### config.mk
export PLATFORM = sky130hd
export DESIGN_NAME = alarm_ctrl
export DESIGN_NICKNAME = d
export VERILOG_FILES = /design/src/rtl/alarm_ctrl.sv
export SDC_FILE = /design/constraint.sdc
export NUM_CORES = 1
export LEC_CHECK = 0
export ABC_CLOCK_PERIOD_IN_PS = 3320
export CORE_ASPECT_RATIO = 0.9
export CORE_MARGIN = 1
export CORE_UTILIZATION = 50
export CTS_CLUSTER_SIZE = 12
export DETAILED_ROUTE_END_ITERATION = 16
export PLACE_DENSITY = 0.73
export SYNTH_ARGS = -nofsm -noshare
export SYNTH_HDL_FRONTEND = slang
export SYNTH_SLANG_ARGS = --single-unit
### constraint.sdc
create_clock -name clock -period 3.32 [get_ports clock]
set_clock_uncertainty 0.2 [all_clocks]
set_input_delay 0.498 -clock clock [delete_from_list [all_inputs] [get_ports clock]]
set_output_delay 0.498 -clock clock [all_outputs]
set_load 0.02 [all_outputs]
### src/rtl/alarm_ctrl.sv
// Vehicle alarm sequencer that drives an external countdown timer.
// Optional ALARM_STATUS_BLINK_EN: status LED blinks on the 1 Hz tick while arming/armed.
module alarm_ctrl #(
  localparam int unsigned TW = 4,
  parameter logic [TW-1:0] T_ARM       = 4'd6,
  parameter logic [TW-1:0] T_DRIVER    = 4'd8,
  parameter logic [TW-1:0] T_PASSENGER = 4'd15,
  parameter logic [TW-1:0] T_ALARM     = 4'd10
) (
  input  logic          clock,
  input  logic          reset,
  input  logic          ignition,
  input  logic          door_driver,
  input  logic          door_pass,
  input  logic          reprogram,
  input  logic [1:0]    time_param_sel,
  input  logic [TW-1:0] time_value,
  input  logic          expired,
  input  logic          one_hz_enable,
  output logic          start_timer,
  output logic [TW-1:0] interval,
  output logic          siren,
  output logic          status
);

  localparam logic [1:0] SEL_ARM       = 2'd0;
  localparam logic [1:0] SEL_DRIVER    = 2'd1;
  localparam logic [1:0] SEL_PASSENGER = 2'd2;
  localparam logic [1:0] SEL_ALARM     = 2'd3;
  localparam logic [1:0] GUARD_CYCLES  = 2'd2;

  typedef enum logic [2:0] {
    DISARMED  = 3'd0,
    ARM_WAIT  = 3'd1,
    ARMED     = 3'd2,
    TRIGGERED = 3'd3,
    ALARM     = 3'd4
  } state_t;

  state_t        state;
  logic [TW-1:0] arm_reg;
  logic [TW-1:0] driver_reg;
  logic [TW-1:0] pass_reg;
  logic [TW-1:0] alarm_reg;
  logic [TW-1:0] wr_value;
  logic [1:0]    guard_cnt;
  logic          door_open;
  logic          expired_ok;
  logic          status_hold;

  assign door_open = door_driver | door_pass;

  // expired is stale while the timer is still reloading after a start pulse
  assign expired_ok = expired && (guard_cnt == 2'd0);

  // A zero delay would never expire cleanly, so it is stored as one second
  assign wr_value = (time_value == '0) ? TW'(1) : time_value;

`ifdef ALARM_STATUS_BLINK_EN
  assign status_hold = status ^ one_hz_enable;
`else
  logic unused_one_hz;
  assign unused_one_hz = one_hz_enable;
  assign status_hold   = 1'b1;
`endif

  // Programmable delay registers
  always_ff @(posedge clock or posedge reset) begin
    if (reset) begin
      arm_reg    <= T_ARM;
      driver_reg <= T_DRIVER;
      pass_reg   <= T_PASSENGER;
      alarm_reg  <= T_ALARM;
    end else if (reprogram) begin
      case (time_param_sel)
        SEL_ARM:       arm_reg    <= wr_value;
        SEL_DRIVER:    driver_reg <= wr_value;
        SEL_PASSENGER: pass_reg   <= wr_value;
        SEL_ALARM:     alarm_reg  <= wr_value;
        default:       arm_reg    <= wr_value;
      endcase
    end
  end

  // Alarm sequencer; every timer launch loads interval and re-arms the guard
  always_ff @(posedge clock or posedge reset) begin
    if (reset) begin
      state       <= DISARMED;
      start_timer <= 1'b0;
      interval    <= '0;
      siren       <= 1'b0;
      status      <= 1'b0;
      guard_cnt   <= '0;
    end else begin
      start_timer <= 1'b0;
      if (guard_cnt != 2'd0) guard_cnt <= guard_cnt - 2'd1;

      if (reprogram) begin
        state  <= DISARMED;
        siren  <= 1'b0;
        status <= 1'b0;
      end else begin
        case (state)
          DISARMED: begin
            if (!ignition && !door_open) begin
              state       <= ARM_WAIT;
              start_timer <= 1'b1;
              interval    <= arm_reg;
              guard_cnt   <= GUARD_CYCLES;
              status      <= 1'b1;
            end
          end

          ARM_WAIT: begin
            if (ignition || door_open) begin
              state  <= DISARMED;
              status <= 1'b0;
            end else if (expired_ok) begin
              state  <= ARMED;
              status <= 1'b1;
            end else begin
              status <= status_hold;
            end
          end

          ARMED: begin
            if (ignition) begin
              state  <= DISARMED;
              status <= 1'b0;
            end else if (door_driver) begin
              state       <= TRIGGERED;
              start_timer <= 1'b1;
              interval    <= driver_reg;
              guard_cnt   <= GUARD_CYCLES;
              status      <= 1'b1;
            end else if (door_pass) begin
              state       <= TRIGGERED;
              start_timer <= 1'b1;
              interval    <= pass_reg;
              guard_cnt   <= GUARD_CYCLES;
              status      <= 1'b1;
            end else begin
              status <= status_hold;
            end
          end

          TRIGGERED: begin
            if (ignition) begin
              state  <= DISARMED;
              status <= 1'b0;
            end else if (expired_ok) begin
              state       <= ALARM;
              start_timer <= 1'b1;
              interval    <= alarm_reg;
              guard_cnt   <= GUARD_CYCLES;
              siren       <= 1'b1;
            end
          end

          ALARM: begin
            if (ignition) begin
              state  <= DISARMED;
              siren  <= 1'b0;
              status <= 1'b0;
            end else if (expired_ok && door_open) begin
              start_timer <= 1'b1;
              interval    <= alarm_reg;
              guard_cnt   <= GUARD_CYCLES;
            end else if (expired_ok) begin
              state  <= ARMED;
              siren  <= 1'b0;
              status <= 1'b1;
            end
          end

          default: begin
            state  <= DISARMED;
            siren  <= 1'b0;
            status <= 1'b0;
          end
        endcase
      end
    end
  end

endmodule

; After elaboration in Yosys (flattened, before gate mapping)
; Index checks and enable logic that the tools add are counted.
[word_totals]
out_inout_bits = 7
regBits = 28
in_bits = 14
word_cells = 115
[op_classes]
bitwise_logic = 2
n_addsub = 1
n_mux = 58
n_reduce_logical = 21
eq_ne = 23
[ops]
columns = op, count
row1 = $mux W4, 9
row2 = $mux W3, 11
row3 = $mux W1, 22
row4 = $mux W2, 10
row5 = $pmux W4 S4, 1
row6 = $ne A3 B3 Y1 const B, 5
row7 = $pmux W3 S5, 1
row8 = $ne A2 B2 Y1 const B, 6
row9 = $ne A4 B4 Y1 const B, 3
row10 = $reduce_and A9 Y1, 1
row11 = $pmux W2 S4, 1
row12 = $reduce_and A2 Y1, 4
row13 = $reduce_and A4 Y1, 2
row14 = $eq A3 B2 Y1 const B, 2
row15 = $ne A5 B5 Y1 const B, 1
row16 = $pmux W1 S5, 1
row17 = $reduce_and A5 Y1, 1
row18 = $eq A2 B2 Y1 const B, 2
row19 = $logic_not A2 Y1, 2
row20 = $logic_not A4 Y1, 1
row21 = $pmux W1 S4, 1
row22 = $reduce_bool A4 Y1, 1
row23 = $eq A3 B1 Y1 const B, 1
row24 = $eq A3 B3 Y1 const B, 1
row25 = 12 further kinds, 15

; Logic depth before layout (Yosys ltp)
; Gate-level depths: netlist of the first run.
[depth]
ltp_word = 7
ltp_mapped = 6
depth_no_buf = 4

; Worst setup path before layout of the first run
; Ideal clock, no wire load.
[synth_timing]
path_type = input to register
from = input ignition
to = register interval[0]
path_slack_ns = 1.405
t_required_ns = 2.995
cell_stages = 5
setup_time_ns = 0.125
t_arrival_ns = 1.590
n_path_buf = 1
path_cell_list = buf_2 > nor3_1 > or4_1 > nand4_4 > mux2_4
[synth_between]
elab_chain_len = 4
word_cells_on_any_way = 7
cone_classes = 4 x eq/ne / 3 x reduce/logical
[synth_lines]
columns = item, line
row1 = from (decl), 12  ; input logic ignition,
row2 = $logic_not A1 Y1, 105  ; if (!ignition && !door_open) begin
row3 = $logic_and A1 B1 Y1, 105
row4 = $ne A2 B2 Y1 (no source line), -
row5 = $reduce_and A9 Y1 (no source line) (*), -
row6 = to (signal assigned), 108  ; interval <= arm_reg;
row7 = to (signal assigned), 133  ; interval <= driver_reg;
row8 = to (signal assigned), 139  ; interval <= pass_reg;
row9 = to (decl), 21  ; output logic [TW-1:0] interval,
; Mark *: on every way between the ends. The rest lies on a longest branch, timed or not.
; A chain may end at the register's enable or synchronous reset.

; Worst setup path after layout of the first run
[layout_timing]
from = input ignition
to = register interval[1]
; Same word-level chain as after synthesis.

==> impl_metrics.toml, run 1 <==
[status]
status = "finished clean"

[grt]
antenna_found_initial = 0
grt_first_pass_wirelength_mm = 5.02
grt_usage_pct = 19.3
grt_pass1_vias = 1107
grt_max_degree = 28
grt_overflow = 0

[sta]
finalHoldViolations = 0
relSlewSlack_pct = 34.3
final-setup-viol-count = 0
slew_violations = 0
post-route-period-util_pct = 65.1
tns_ns = 0
timing.fmax_ghz = 0.462
worst_hold_slack_ns = 0.301
worst_slew_pin_slew_ns = 0.985
rsz0062_at_grt = "no"
min_period_ns = 2.16

[finish]
n_antenna_cell = 0
nets = 179
drive_gt1_share_pct = 23.8
final_cell_count_no_fill = 206
syn2layout_area_growth_pct = 15.0

[power]
p_int_mw = 0.609
pwr-share-clk_pct = 19.9
power_mw = 0.840
powerDensity_nw_per_um2 = 455
pwr-share-seq_pct = 53.5
p_sw_share_pct = 27.5
p_leak_nw = 0.766
p_comb_share_pct = 26.6
p_sw_mw = 0.231
ir_drop_v = 0.000273

[synthesis]
synthCells = 149
yosys_warnings = 0
syn-num-nets = 163
syn_area_um2 = 1610
ys.flop_type = "dfrtp_1"
avgSynthCellArea_um2 = 10.8
synth-edff-count = 0
async_flop_share_pct = 100
synth.distinct_cells = 44
ys_seq_elements = 28
ys_seq_area_share_pct = 44.3

[setup_path]
crit_slowest_cell = "clkdlybuf4s50_1"
crit_fanout = 9
crit_required_ns = 3.36
cp.arrival_ns = 2.20
worstSetupPathType = "input port to flop"
rrSetupSlack_ns = 1.18
slowest_delay_ns = 0.65
critical_path.startpoint_type = "input port"
crit_path_end_kind = "flop"
path_cells = "clkdlybuf4s50_1, nor3_1, or4_1, nand4_4, mux2_4"

[clock_network]
clock-sinks = 28
path_clk_slew_ns = 0.15
clk_latency_ns = 0.33
post_cts_resized = 0
cts_buffers = 3
cts_tree = "yes"
cts-root-buf = "clkbuf_4"
postCtsHoldBufs = 0
cts_setup_buffers = 0
htree_levels = 1
clockBufferDepth = 2

[floorplan]
rows = 19
die_x_um = 61.7
initial_core_util_pct = 52.3
fp.dieArea_um2 = 3440
die_h_um = 55.8
coreArea_um2 = 3070
ioPinCount = 21

[detailed_routing]
vias = 1200
drt_iter0_drc = 53
ant_nets = 0
drt-total-wl_mm = 3.05
drcViolationCount = 0
drt_pre_antenna_iters = 4
wl_per_cell_um = 14.8
vias_per_cell = 5.83

[placed_design]
place_congestion = 0.826
dpl.hpwl_mm = 2.30
post-place-cells = 202
portBuffers = 19

[hold_path]
hp-class = "flop to flop"

[flow_run]
drv_cap = 0
[layer usage]
| metal | up-vias | wire length (um) | global-route usage (%) |
|---|---|---|---|
| li1 | 587 | - | - |
| met1 | 578 | 1430 | 28.9 |
| met2 | 32 | 1470 | 28.3 |
| met3 | 3 | 133 | 3.49 |
| met4 | 0 | 16 | 6.03 |
| met5 | - | 0 | 0 |
[layout make-up]
class | instances | area (um2)
Inverter | 3 | 11.3
Timing Repair Buffer | 20 | 198
Tap cell | 42 | 52.6
Sequential cell | 28 | 712
Fill cell | 258 | 1220
Multi-Input combinational cell | 109 | 837
Clock buffer | 4 | 36.3
[metrics by stage]
step / instance area [um2] / util [%] / setup slack [ns]
floorplan: 1610 / - / 1.41
detailed placement: 1810 / 59.0 / 0.812
finish: 1850 / 60.2 / 1.16
global placement: 1810 / 59.0 / 0.823
CTS: 1850 / 60.2 / 1.17
global route: 1850 / 60.2 / 1.10
[synth_stat cells, drive strengths merged, types with 2 or more instances]
library cell | n | area, um2
nand3b | 3 | 22.5
mux2 | 20 | 240
clkbuf | 2 | 7.51
dfrtp | 19 | 475
or2 | 2 | 12.5
buf | 7 | 37.5
o211ai | 6 | 45.0
o21ai | 9 | 45.0
nor3 | 6 | 30.0
nand3 | 3 | 15.0
a21oi | 6 | 30.0
nor2b | 5 | 31.3
xnor2 | 2 | 17.5
and3b | 3 | 26.3
nor2 | 6 | 22.5
inv | 3 | 11.3
dfstp | 9 | 236
a211oi | 2 | 15.0
or3b | 2 | 20.0
nor3b | 4 | 46.3
a22oi | 3 | 22.5
or3 | 2 | 12.5
nand2 | 10 | 37.5
[worst paths after layout]
kind                                  to  depth (start not counted)           from
min in group asynchronous    interval[1]                          2          reset
max reg2reg                  interval[1]                          4       state[1]
min                        driver_reg[0]                          2  driver_reg[0]
min reg2reg                driver_reg[0]                          2  driver_reg[0]
max in group asynchronous   alarm_reg[1]                          3          reset
max                          interval[1]                          5       ignition
[cell families after synthesis]
family          after synthesis  synth area share, %
buf+inv                      12                 3.51
compound gates               34                 14.6
mux                          20                 15.0
simple gates                 53                 21.5
xor+xnor                      2                 1.09
flops                        28                 44.3
[critical path: cells and delay by family]
| kind | cells | cell delay, ns |
|---|---|---|
| AND/OR/NAND/NOR | 3 | 0.74 |
| buffers and inverters | 1 | 0.65 |
| multiplexers | 1 | 0.31 |
[power groups by stage]
stage	logic (mW)	registers, mW	clock network (mW)
after floorplan	0.121	0.473	0
after global placement	0.219	0.453	0
after detailed placement	0.225	0.457	0
after CTS	0.225	0.450	0.172
after global routing	0.244	0.458	0.187
final	0.223	0.449	0.168
[cell usage in the layout, fill, tap and decap left out, types with 2 or more instances in the layout]
cell type	n
or3_1	2
nand3b_1	3
dfrtp_1	19
a21oi_1	6
nor3b_1	2
nor2b_1	5
dfstp_2	9
nor3_1	6
or2_1	2
inv_1	3
a22oi_1	3
nand3_1	3
o21ai_0	8
nor2_1	6
xnor2_1	2
and3b_1	3
mux2_2	16
a211oi_1	2
o211ai_1	6
nand2_1	10
clkdlybuf4s50_1	19
clkbuf_4	3
mux2_4	4
Power figures use the tool's default switching activity.
==> run 2, diff against run 1 <==
--- a/config.mk
+++ b/config.mk
@@ -5,7 +5,7 @@
 export SDC_FILE = /design/constraint.sdc
 export NUM_CORES = 1
 export LEC_CHECK = 0
-export ABC_CLOCK_PERIOD_IN_PS = 3320
+export ABC_CLOCK_PERIOD_IN_PS = 2050
 export CORE_ASPECT_RATIO = 0.9
 export CORE_MARGIN = 1
 export CORE_UTILIZATION = 50
==> constraint.sdc (replaced) <==
create_clock -name clock -period 2.05 [get_ports clock]
set_clock_uncertainty 0.2 [all_clocks]
set_input_delay 0.3075 -clock clock [delete_from_list [all_inputs] [get_ports clock]]
set_output_delay 0.3075 -clock clock [all_outputs]
set_load 0.02 [all_outputs]
==> impl_metrics.toml, run 2 (same netlist as run 1, synthesis figures left out) <==
[detailed_routing]
wl_per_cell_um = 15.5
vias = 1276
drt_pre_antenna_iters = 4
vias_per_cell = 5.65
drt-total-wl_mm = 3.51
ant_nets = 0
drcViolationCount = 0
drt_iter0_drc = 38

[setup_path]
rrSetupSlack_ns = 0.14
r2r_cells = 5
crit_fanout = 15
cp.arrival_ns = 1.96
critical_path.startpoint_type = "flop"
crit_required_ns = 2.09
worstSetupPathType = "flop to flop"
crit_path_end_kind = "flop"
r2r-start = "state[0]"
reg2reg_to = "interval[1]"

[sta]
timing.fmax_ghz = 0.523
tns_ns = 0
rsz0062_at_grt = "no"
final-setup-viol-count = 0
finalHoldViolations = 0
min_period_ns = 1.91
relSlewSlack_pct = 76.2
post-route-period-util_pct = 93.4
slew_violations = 0
worst_slack_ns = 0.136
worst_slew_pin_slew_ns = 0.357

[power]
ir_drop_v = 0.000413
powerDensity_nw_per_um2 = 699
p_leak_nw = 0.866

[grt]
grt_usage_pct = 22.7
grt_first_pass_wirelength_mm = 5.80
grt_overflow = 0
antenna_found_initial = 0
grt_max_degree = 29
grt_pass1_vias = 1252

[floorplan]
coreArea_um2 = 3070
die_x_um = 61.7
rows = 19
die_h_um = 55.8
initial_core_util_pct = 52.3
fp.dieArea_um2 = 3440
ioPinCount = 21

[placed_design]
dp_slack_ns = -0.217
portBuffers = 19
place_congestion = 0.839
dpl.hpwl_mm = 2.74

[clock_network]
postCtsHoldBufs = 0
clk_latency_ns = 0.34
cts_setup_buffers = 0
cts_tree = "yes"
clockBufferDepth = 2
post_cts_resized = 0
clock-sinks = 28
cts-root-buf = "clkbuf_4"
htree_levels = 1
path_clk_slew_ns = 0.15
cts_buffers = 3

[finish]
final_cell_mix = "buf_4, dfrtp_1, clkdlybuf4s50_1"
nets = 199
n_antenna_cell = 0
layout_commonest_cell = "buf_4"
syn2layout_area_growth_pct = 24.4
drive_gt1_share_pct = 32.1

[flow_run]
drv_cap = 0

[status]
status = "finished clean"

[hold_path]
hp-class = "input port to async pin"
run 2: cell types whose count changed in the layout (fill, tap and decap cells not counted), sizes merged:
| cell | previous run | this run |
|---|---|---|
| buf | 1 | 21 |
run 2: area by class of cell:
type                            count  area, um2
Fill cell                         245       1070
Multi-Input combinational cell    109        837
Sequential cell                    28        712
Timing Repair Buffer               40        348
Tap cell                           42       52.6
Clock buffer                        4       36.3
Inverter                            3       11.3
run 2: stage by stage:
stage | hold WS (ns) | utilization, % | instances | total power, mW | instance area, um2
floorplan | 0.166 | - | 149 | 0.961 | 1610
global placement | 0.259 | 63.9 | 222 | 1.11 | 1960
detailed placement | 0.285 | 63.9 | 222 | 1.13 | 1960
CTS | 0.109 | 65.1 | 226 | 1.41 | 2000
global route | 0.131 | 65.1 | 226 | 1.47 | 2000
finish | 0.111 | 65.1 | 226 | 1.40 | 2000
run 2: worst max-delay path by stage:
stage,slack (ns),start,depth (start not counted),end
finish,0.14,state[0],5,interval[1]
global route,0.06,state[0],5,interval[1]
global placement,-0.18,door_driver,6,interval[2]
floorplan,0.27,state[2],5,interval[0]
CTS,0.14,state[0],5,interval[1]
detailed placement,-0.22,door_driver,6,interval[1]
run 2: layer usage:
metal,wire length [um],part of all wire (%),global-route usage [%]
met2,1750,50,38.4
met3,108,3.1,4.65
met1,1610,46,29.7
met4,44,1.3,4.13
met5,0,0,0
run 2: power by group:
| group | switching [mW] | internal, mW |
|---|---|---|
| Clock | 0.165 | 0.109 |
| Combinational | 0.166 | 0.228 |
| Sequential | 0.0570 | 0.671 |
| Total | 0.388 | 1.01 |
run 2: worst max-delay path: stages (launching register included):
cell	delay [ns]
dfrtp_1	0.46
buf_4	0.22
nor2_1	0.21
o21ba_1	0.22
nand4_4	0.18
mux2_4	0.34
==> run 3, diff against run 2 <==
--- a/config.mk
+++ b/config.mk
@@ -8,10 +8,9 @@
 export ABC_CLOCK_PERIOD_IN_PS = 2050
 export CORE_ASPECT_RATIO = 0.9
 export CORE_MARGIN = 1
-export CORE_UTILIZATION = 50
+export CORE_UTILIZATION = 34
 export CTS_CLUSTER_SIZE = 12
 export DETAILED_ROUTE_END_ITERATION = 16
-export PLACE_DENSITY = 0.73
 export SYNTH_ARGS = -nofsm -noshare
 export SYNTH_HDL_FRONTEND = slang
 export SYNTH_SLANG_ARGS = --single-unit
==> impl_metrics.toml, run 3 (same netlist as run 1, synthesis figures left out) <==
[status]
status = "finished clean"

[floorplan]
die_h_um = 67.2
ioPinCount = 21
coreArea_um2 = 4490
rows = 23
die_x_um = 74.4
initial_core_util_pct = 35.8
fp.dieArea_um2 = 5000

[detailed_routing]
drcViolationCount = 0
drt_pre_antenna_iters = 4
vias = 1223
vias_per_cell = 5.12
drt_iter0_drc = 61
wl_per_cell_um = 14.2
ant_nets = 0
drt-total-wl_mm = 3.39

[sta]
tns_ns = 0
worst_slack_ns = 0.150
relSlewSlack_pct = 68.2
post-route-period-util_pct = 92.7
rsz0062_at_grt = "no"
slew_violations = 0
worst_slew_pin_slew_ns = 0.473
finalHoldViolations = 0
min_period_ns = 1.90
timing.fmax_ghz = 0.526
final-setup-viol-count = 0

[finish]
syn2layout_area_growth_pct = 23.4
final_cell_mix = "dfrtp_1, clkdlybuf4s50_1, mux2_2"
final_cell_count_no_fill = 239
layout_commonest_cell = "dfrtp_1"
final_core_util_pct = 44.1
n_antenna_cell = 0
nets = 192
drive_gt1_share_pct = 28.8

[clock_network]
path_clk_slew_ns = 0.09
htree_levels = 1
postCtsHoldBufs = 0
cts-root-buf = "clkbuf_8"
clockBufferDepth = 2
clk_latency_ns = 0.27
cts_buffers = 3
cts_tree = "yes"
clock-sinks = 28

[setup_path]
critical_path.startpoint_type = "flop"
crit_path_end_kind = "flop"
crit_required_ns = 2.02
worstSetupPathType = "flop to flop"
crit_fanout = 8
r2r_cells = 4
cp.arrival_ns = 1.87

[power]
powerDensity_nw_per_um2 = 713
p_int_mw = 1.03
p_sw_share_pct = 27.1
pwr-share-clk_pct = 21.3
p_leak_nw = 0.842
ir_drop_v = 0.000352
pwr-share-seq_pct = 51.7
power_mw = 1.41
p_comb_share_pct = 26.9
p_sw_mw = 0.382

[grt]
grt_first_pass_wirelength_mm = 5.82
grt_overflow = 0
grt_usage_pct = 15.2
grt_max_degree = 29
antenna_found_initial = 0
grt_pass1_vias = 1273

[placed_design]
dpl.hpwl_mm = 2.63
post-place-cells = 235
dp_slack_ns = -0.237
place_congestion = 0.835
portBuffers = 19

[flow_run]
drv_cap = 0

[hold_path]
hp-class = "input port to async pin"
-- run 3: cell count changes in the layout (fill, tap and decap cells not counted), sizes merged --
cell / delta
buf: -7
clkdlybuf4s50: -1
dlymetal6s2s: +1
-- run 3: per-stage QoR --
stage               cell area [um2]  hold slack, ns
CTS                            1980           0.191
finish                         1980           0.182
detailed placement             1930           0.270
floorplan                      1610           0.166
global placement               1930           0.258
global route                   1980           0.240
-- run 3: area by class of cell --
type / instances / area (um2)
Clock buffer: 4 / 45.0
Inverter: 3 / 11.3
Tap cell: 62 / 77.6
Timing Repair Buffer: 33 / 298
Sequential cell: 28 / 712
Fill cell: 422 / 2510
Multi-Input combinational cell: 109 / 837
-- run 3: final timing paths --
| path | slack, ns | to | start |
|---|---|---|---|
| max | 0.15 | interval[1] | state[2] |
| min in group clock | 0.29 | driver_reg[0] | driver_reg[0] |
| max reg2reg | 0.15 | interval[1] | state[2] |
| min reg2reg | 0.29 | driver_reg[0] | driver_reg[0] |
| max in group asynchronous | 1.16 | driver_reg[3] | reset |
| min | 0.18 | interval[3] | reset |
-- run 3: per-layer routing --
| metal | global-route usage (%) | wire length [um] | vias to the layer above |
|---|---|---|---|
| met4 | 4.01 | 20 | 0 |
| met2 | 26.2 | 1700 | 20 |
| met3 | 2.54 | 120 | 4 |
| li1 | - | - | 605 |
| met5 | 0 | 0 | - |
| met1 | 19.6 | 1550 | 594 |
-- run 3: repair_timing --
action,4_1_cts,5_1_grt
resized for setup,0,1
buffers inserted,0,0
endpoints found under the setup margin,0,1
-- run 3: critical path, cell delays in order (launching register included) --
cell     delay, ns
dfrtp_1       0.48
or3b_4        0.44
a31o_4        0.22
nand4_4       0.14
mux2_4        0.31
-- run 3: power by group through the flow --
stage | sequential (mW) | clock, mW | combinational, mW
finish | 0.731 | 0.301 | 0.380
floorplan | 0.765 | 0 | 0.195
detailed placement | 0.741 | 0 | 0.385
global route | 0.746 | 0.335 | 0.410
global placement | 0.737 | 0 | 0.375
CTS | 0.731 | 0.313 | 0.385
